===== config.mk =====
export PLATFORM = sky130hd
export DESIGN_NAME = eth_tx_sched
export DESIGN_NICKNAME = d
export VERILOG_FILES = /design/src/rtl/eth_pkg.sv /design/src/rtl/eth_rr_arb.sv /design/src/rtl/eth_tx_sched.sv
export SDC_FILE = /design/constraint.sdc
export NUM_CORES = 1
export LEC_CHECK = 0
export ABC_AREA = 1
export CAP_MARGIN = 20
export CORE_MARGIN = 3
export CORE_UTILIZATION = 25
export CTS_BUF_LIST = sky130_fd_sc_hd__clkbuf_16
export DETAILED_ROUTE_END_ITERATION = 12
export GPL_TIMING_DRIVEN = 0
export PLACE_DENSITY = 0.42
export SLEW_MARGIN = 20
export SYNTH_ARGS = -nofsm -noshare
export SYNTH_HDL_FRONTEND = slang
export SYNTH_SLANG_ARGS = --single-unit

===== constraint.sdc =====
create_clock -name clk -period 2.55 [get_ports clk]
set_input_delay 0.51 -clock clk [delete_from_list [all_inputs] [get_ports clk]]
set_output_delay 0.51 -clock clk [all_outputs]
set_load 0.01 [all_outputs]

===== src/rtl/eth_pkg.sv =====
// eth_pkg: shared FSM/grant encodings and default 125 MHz timing for the TX scheduler
package eth_pkg;
  typedef enum logic [2:0] {IDLE, ARP_REQ, ARP_WAIT, ARB, UDP_REQ, UDP_WAIT, GAP} state_t;
  typedef enum logic {GRANT_CMD = 1'b0, GRANT_AD = 1'b1} grant_t;
  localparam logic [15:0] DEF_AD_PKT_LEN  = 16'd1024;
  localparam logic [15:0] DEF_IFG_CYCLES  = 16'd24;
  localparam logic [31:0] DEF_ARP_TIMEOUT = 32'd125000000;
  localparam logic [3:0]  DEF_ARP_RETRY   = 4'd3;
  localparam logic [31:0] DEF_TX_TIMEOUT  = 32'd1000000;
endpackage


===== src/rtl/eth_rr_arb.sv =====
// eth_rr_arb: 2-way round-robin arbiter; history advances only on a completed send
module eth_rr_arb
  import eth_pkg::*;
(
  input  logic   clk,
  input  logic   rst_n,
  input  logic   req_cmd_i,
  input  logic   req_ad_i,
  input  logic   upd_i,
  input  grant_t upd_grant_i,
  output logic   gnt_valid_o,
  output grant_t gnt_o
);
  grant_t last_q;
  always_ff @(posedge clk or negedge rst_n)
    if (!rst_n) last_q <= GRANT_AD;
    else if (upd_i) last_q <= upd_grant_i;
  assign gnt_valid_o = req_cmd_i | req_ad_i;
  assign gnt_o = (req_cmd_i && req_ad_i) ? (last_q == GRANT_CMD ? GRANT_AD : GRANT_CMD)
               : (req_cmd_i ? GRANT_CMD : GRANT_AD);
endmodule


===== src/rtl/eth_tx_sched.sv =====
// eth_tx_sched: ARP-gated scheduler sharing the MAC UDP transmit path between command and AD data
module eth_tx_sched
  import eth_pkg::*;
#(
  parameter logic [15:0] AD_PKT_LEN  = DEF_AD_PKT_LEN,
  parameter logic [15:0] IFG_CYCLES  = DEF_IFG_CYCLES,
  parameter logic [31:0] ARP_TIMEOUT = DEF_ARP_TIMEOUT,
  parameter logic [3:0]  ARP_RETRY   = DEF_ARP_RETRY,
  parameter logic [31:0] TX_TIMEOUT  = DEF_TX_TIMEOUT
)(
  input  logic        clk,
  input  logic        rst_n,
  input  logic        cmd_reply_req,
  input  logic [15:0] cmd_send_len,
  output logic        cmd_reply_ack,
  input  logic        ad_data_req,
  output logic        ad_data_ack,
  output logic        udp_tx_req,
  output logic        arp_request_req,
  output logic [15:0] udp_send_data_length,
  output logic        sel_cmd,
  input  logic        mac_send_end,
  input  logic        mac_not_exist,
  input  logic        arp_found,
  output logic        arp_fail,
  output logic        tx_timeout,
  output logic        busy
);
  state_t      state_q, state_d;
  grant_t      grant_q, grant_d, arb_gnt;
  logic        arp_ok_q, arp_ok_d, arp_fail_q, arp_fail_d, sel_q, sel_d;
  logic        cmd_ack_q, cmd_ack_d, ad_ack_q, ad_ack_d, arb_valid, done;
  logic [31:0] timer_q, timer_d;
  logic [3:0]  retry_q, retry_d;
  logic [15:0] gap_q, gap_d, len_q, len_d;

  assign done = state_q == UDP_WAIT && mac_send_end;

  eth_rr_arb u_arb (
    .clk         (clk),
    .rst_n       (rst_n),
    .req_cmd_i   (cmd_reply_req),
    .req_ad_i    (ad_data_req),
    .upd_i       (done),
    .upd_grant_i (grant_q),
    .gnt_valid_o (arb_valid),
    .gnt_o       (arb_gnt)
  );

  always_ff @(posedge clk or negedge rst_n)
    if (!rst_n) begin
      state_q    <= IDLE;
      grant_q    <= GRANT_AD;
      arp_ok_q   <= 1'b0;
      arp_fail_q <= 1'b0;
      sel_q      <= 1'b0;
      cmd_ack_q  <= 1'b0;
      ad_ack_q   <= 1'b0;
      timer_q    <= '0;
      retry_q    <= '0;
      gap_q      <= '0;
      len_q      <= '0;
    end else begin
      state_q    <= state_d;
      grant_q    <= grant_d;
      arp_ok_q   <= arp_ok_d;
      arp_fail_q <= arp_fail_d;
      sel_q      <= sel_d;
      cmd_ack_q  <= cmd_ack_d;
      ad_ack_q   <= ad_ack_d;
      timer_q    <= timer_d;
      retry_q    <= retry_d;
      gap_q      <= gap_d;
      len_q      <= len_d;
    end

  always_comb begin
    state_d    = state_q;
    grant_d    = grant_q;
    arp_ok_d   = arp_ok_q;
    arp_fail_d = arp_fail_q & ~arp_found;
    sel_d      = sel_q;
    len_d      = len_q;
    cmd_ack_d  = 1'b0;
    ad_ack_d   = 1'b0;
    tx_timeout = 1'b0;
    retry_d    = retry_q;
    timer_d    = timer_q + {31'd0, ~&timer_q};
    gap_d      = state_q == GAP ? gap_q + 16'd1 : 16'd0;
    case (state_q)
      IDLE: if (cmd_reply_req || ad_data_req) state_d = arp_ok_q ? ARB : ARP_REQ;
      ARP_REQ: begin
        timer_d = '0;
        state_d = ARP_WAIT;
      end
      ARP_WAIT:
        if (arp_found) begin
          arp_ok_d = 1'b1;
          retry_d  = '0;
          state_d  = ARB;
        end else if (timer_q == ARP_TIMEOUT - 32'd1) begin
          retry_d    = retry_q < ARP_RETRY - 4'd1 ? retry_q + 4'd1 : 4'd0;
          arp_fail_d = retry_q >= ARP_RETRY - 4'd1;
          state_d    = retry_q < ARP_RETRY - 4'd1 ? ARP_REQ : GAP;
        end
      ARB:
        if (arb_valid) begin
          grant_d = arb_gnt;
          sel_d   = arb_gnt == GRANT_CMD;
          len_d   = arb_gnt == GRANT_CMD ? cmd_send_len : AD_PKT_LEN;
          state_d = UDP_REQ;
        end else state_d = IDLE;
      UDP_REQ: begin
        timer_d = '0;
        state_d = UDP_WAIT;
      end
      UDP_WAIT:
        // completion outranks a simultaneous mac_not_exist
        if (mac_send_end) begin
          cmd_ack_d = grant_q == GRANT_CMD;
          ad_ack_d  = grant_q == GRANT_AD;
          state_d   = GAP;
        end else if (mac_not_exist) begin
          arp_ok_d = 1'b0;
          retry_d  = '0;
          state_d  = ARP_REQ;
        end else if (timer_q == TX_TIMEOUT - 32'd1) begin
          tx_timeout = 1'b1;
          state_d    = GAP;
        end
      GAP: if (gap_q + 16'd1 >= IFG_CYCLES) state_d = IDLE;
      default: state_d = IDLE;
    endcase
  end

  assign arp_request_req      = state_q == ARP_REQ;
  assign udp_tx_req           = state_q == UDP_REQ;
  assign busy                 = state_q != IDLE;
  assign cmd_reply_ack        = cmd_ack_q;
  assign ad_data_ack          = ad_ack_q;
  assign arp_fail             = arp_fail_q;
  assign sel_cmd              = sel_q;
  assign udp_send_data_length = len_q;
endmodule


==> metrics.md <==
| Metric | Value |
|---|---|
| Synthesized area | `0.00415 sq mm` |
| Worst Hold Class | `in -> async` |
| Outcome | `finished clean` |
| Multiplexer share of the synthesized area | `0` |
| Clock Tree Root | `clkbuf_16` |
| Synth cell types | `34` |
| DP Wirelength | `8120 microns` |
| Slew HR | `0.577` |
| Data arrival time of the critical path | `1.91 ns` |
| Maximum vdd drop | `0.000347 V` |
| Vias in the first global route | `3,692` |
| GP Congestion | `0.907` |
| Min Tclk post-route | `2.42 ns` |
| CP Launch Type | `flip-flop` |
| Initial core utilization | `0.259` |
| Synth Area in Simple Gates | `0.319` |
| Core area | `0.0161 sq mm` |
| Die Width | `135 microns` |
| Worst hold margin | `0.170 ns` |
| Max cap viols | `0` |
| CTS tree | `yes` |
| CTS Sinks | `78` |
| PwrDens | `792 mW/mm^2` |
| Initial DRC Count | `242` |
| Post-Route WL | `10,700 microns` |
| Synth Area in Adders | `0.0151` |
| Synth top area cells | `dfrtp_1, nand2_1, nor2_1` |
| Total CTS buffers | `9` |
| H-tree lvl count | `3` |
| Top-area cell type share of the netlist area | `0.458` |
| # rows | `46` |
| Top cells by count, synth | `nand2_1, nor2_1, dfrtp_1` |
| CP Cell Sequence | `inv_1, nand4_1, nor2_1, nand3_1, nor3_1, dlygate4sd2_1` |
| ANT cells | `0` |
| Initial antenna violation count | `0` |
| Final-report setup violation count | `0` |
| Total die area | `0.0182 sq mm` |
| Top delay family on crit path | `simple AND/OR/NAND/NOR gates` |
| EDFF count, synth | `0` |
| GRT Overall Usage | `0.126` |
| Detailed-route DRC error count | `0` |
| Share of cells above drive strength 1 | `0.126` |
| Fillers | `1,715` |
| #FFs+latches synth | `78` |
| IO Count | `47` |
| Critical R2R Launch | `timer_q[13]$_DFF_PN0_` |
| Worst R2R Setup Slack | `0.22 ns` |
| Later-pin clock latency in the skew report | `0.35 ns` |
| Port bufs | `46` |
| Clock slew at reported path FFs | `0.06 ns` |
| Reg2Reg Depth | `16` |
| Clk buf depth | `2` |
| Seq/Total Area, Yosys | `0.470` |
| Leak Pwr | `2.22 nW` |
| Remaining global-route overflow | `0` |
| Syn Area/Cell | `7.85 sq um` |
| Vias | `3,596` |
| Critical path peak fanout | `5` |
| CP max-delay cell | `dfrtp_1` |
| Final hold viol count | `0` |
| DR WL/cell | `13.2 microns` |
| Largest family of logic cells by synthesized area | `simple AND/OR/NAND/NOR gates` |
| Slew Viols, Final | `0` |
| Die H | `135 microns` |
| Most common cell in the netlist | `nand2_1` |
| Syn_nets | `557` |
| Peak Freq | `0.413 GHz` |
| Worst Tran Pin Value | `0.630 ns` |
| Area growth syn-to-layout | `28.1%` |
| Synth Instances | `529` |
| Kind of critical path | `reg -> out` |
| Area leader, netlist | `dfrtp_1` |
| Unrepaired setup endpoints after global routing | `no` |
| CP Data Required Time | `2.04 ns` |
| Antenna Violating Nets Remaining | `0` |
| First-pass GRT wire length | `18,400 microns` |
| YS warnings | `0` |
| Clock skew | `0.00547 ns` |
| Synth Area in XOR/XNOR | `0.0232` |
| Synth Area in Compound Gates | `0.103` |
| Post-synth top flop | `dfrtp_1` |
| Largest net degree at the start of global routing | `47` |
| Crit path buf inv count | `2` |
| Post-layout net count | `618` |
| DRT Pass-1 Iters | `4` |
| Final core occ | `0.331` |
| Reg2reg end | `timer_q[28]$_DFF_PN0_` |
| Crit. End Element | `output port` |
| Async set-reset flop share out of synthesis | `1.00` |
| Via density | `4.43` |
| Final period utilization | `0.949` |
| CP max stage delay | `0.42 ns` |
## report_power, final
| part | total, mW | internal (mW) | switching (mW) |
|---|---|---|---|
| Combinational | 1.28 | 0.607 | 0.675 |
| Sequential | 1.63 | 1.48 | 0.146 |
| Clock | 1.31 | 0.760 | 0.551 |
## metal layers
| layer | vias up | wire (microns) | global-route usage |
|---|---|---|---|
| met5 | - | 0 | 0 |
| met4 | 0 | 167 | 0.0424 |
| met3 | 13 | 427 | 0.0313 |
| met2 | 66 | 5160 | 0.207 |
| met1 | 1664 | 4980 | 0.162 |
| li1 | 1853 | - | - |
## area by class of cell
cell class,count,area (sq um),area share
Multi-Input combinational cell,376,2010,0.377
Sequential cell,78,1960,0.368
Timing Repair Buffer,50,499,0.0938
Tap cell,216,270,0.0508
Inverter,70,263,0.0494
Clock buffer,9,225,0.0423
Clock inverter,7,73.8,0.0139
Buffer,5,23.8,0.00447
## how the worst max path moves through the flow
stage / startpoint / endpoint / slack (ns) / cells past startpoint
3_3_place_gp: rst_n / gap_q[3]$_DFF_PN0_ / -2.05 / 1
2_1_floorplan: timer_q[12]$_DFF_PN0_ / timer_q[28]$_DFF_PN0_ / 0.39 / 16
4_1_cts: timer_q[6]$_DFF_PN0_ / timer_q[24]$_DFF_PN0_ / 0.003 / 14
6_report: timer_q[22]$_DFF_PN0_ / tx_timeout / 0.13 / 6
5_1_grt: timer_q[13]$_DFF_PN0_ / timer_q[17]$_DFF_PN0_ / 0.001 / 15
3_5_place_dp: timer_q[12]$_DFF_PN0_ / timer_q[28]$_DFF_PN0_ / -0.15 / 16
## cells in the final DEF, fill, tap and decap left out, drive strengths merged, types with 3 or more instances in the layout
cell type        n
ha               5
nand3           35
xor2            11
inv             71
nor4             4
clkdlybuf4s50   44
nor2           100
nor3            30
clkbuf          10
a31oi            3
nand4           13
a21oi           21
nand2          109
o21ai           20
a22o            15
clkinvlp         3
buf              9
dfrtp           76
## through the flow
| step | TNS, ns | instance area (sq um) | instances | power (mW) | setup slack, ns |
|---|---|---|---|---|---|
| final | 0 | 5320 | 811 | 4.22 | 0.130 |
| after global routing | 0 | 5320 | 811 | 4.53 | 0.00141 |
| after CTS | 0 | 5230 | 809 | 4.30 | 0.00304 |
| after detailed placement | -0.569 | 4900 | 792 | 2.96 | -0.146 |
| after global placement | -157.68 | 4880 | 791 | 2.95 | -2.05 |
| after floorplan | 0 | 4150 | 529 | 2.35 | 0.395 |
## timing repair
action	CTS	global route
endpoints found under the setup margin	5	15
pin swaps	1	1
gates resized for setup	8	21
buffers inserted	1	2
hold buffers	0	0
## cells by family (layout without fill, tap and decap cells)
logic type               count (synthesis)  after routing
AO/OA/AOI/OAI                           68             68
XOR/XNOR                                11             11
adder cells (fa/ha/maj)                  5              5
buffers and inverters                   75            141
flip-flops                              78             78
AND/OR/NAND/NOR                        292            292
## registers in the layout (all words and copies together) (netlist names)
name,count
udp_send_data_length,16
retry_q,4
cmd_reply_ack,1
gap_q,16
arp_ok_q,1
u_arb.last_q,1
grant_q,1
arp_fail,1
sel_cmd,1
state_q,3
timer_q,32
ad_data_ack,1
Power figures use the tool's default switching activity.
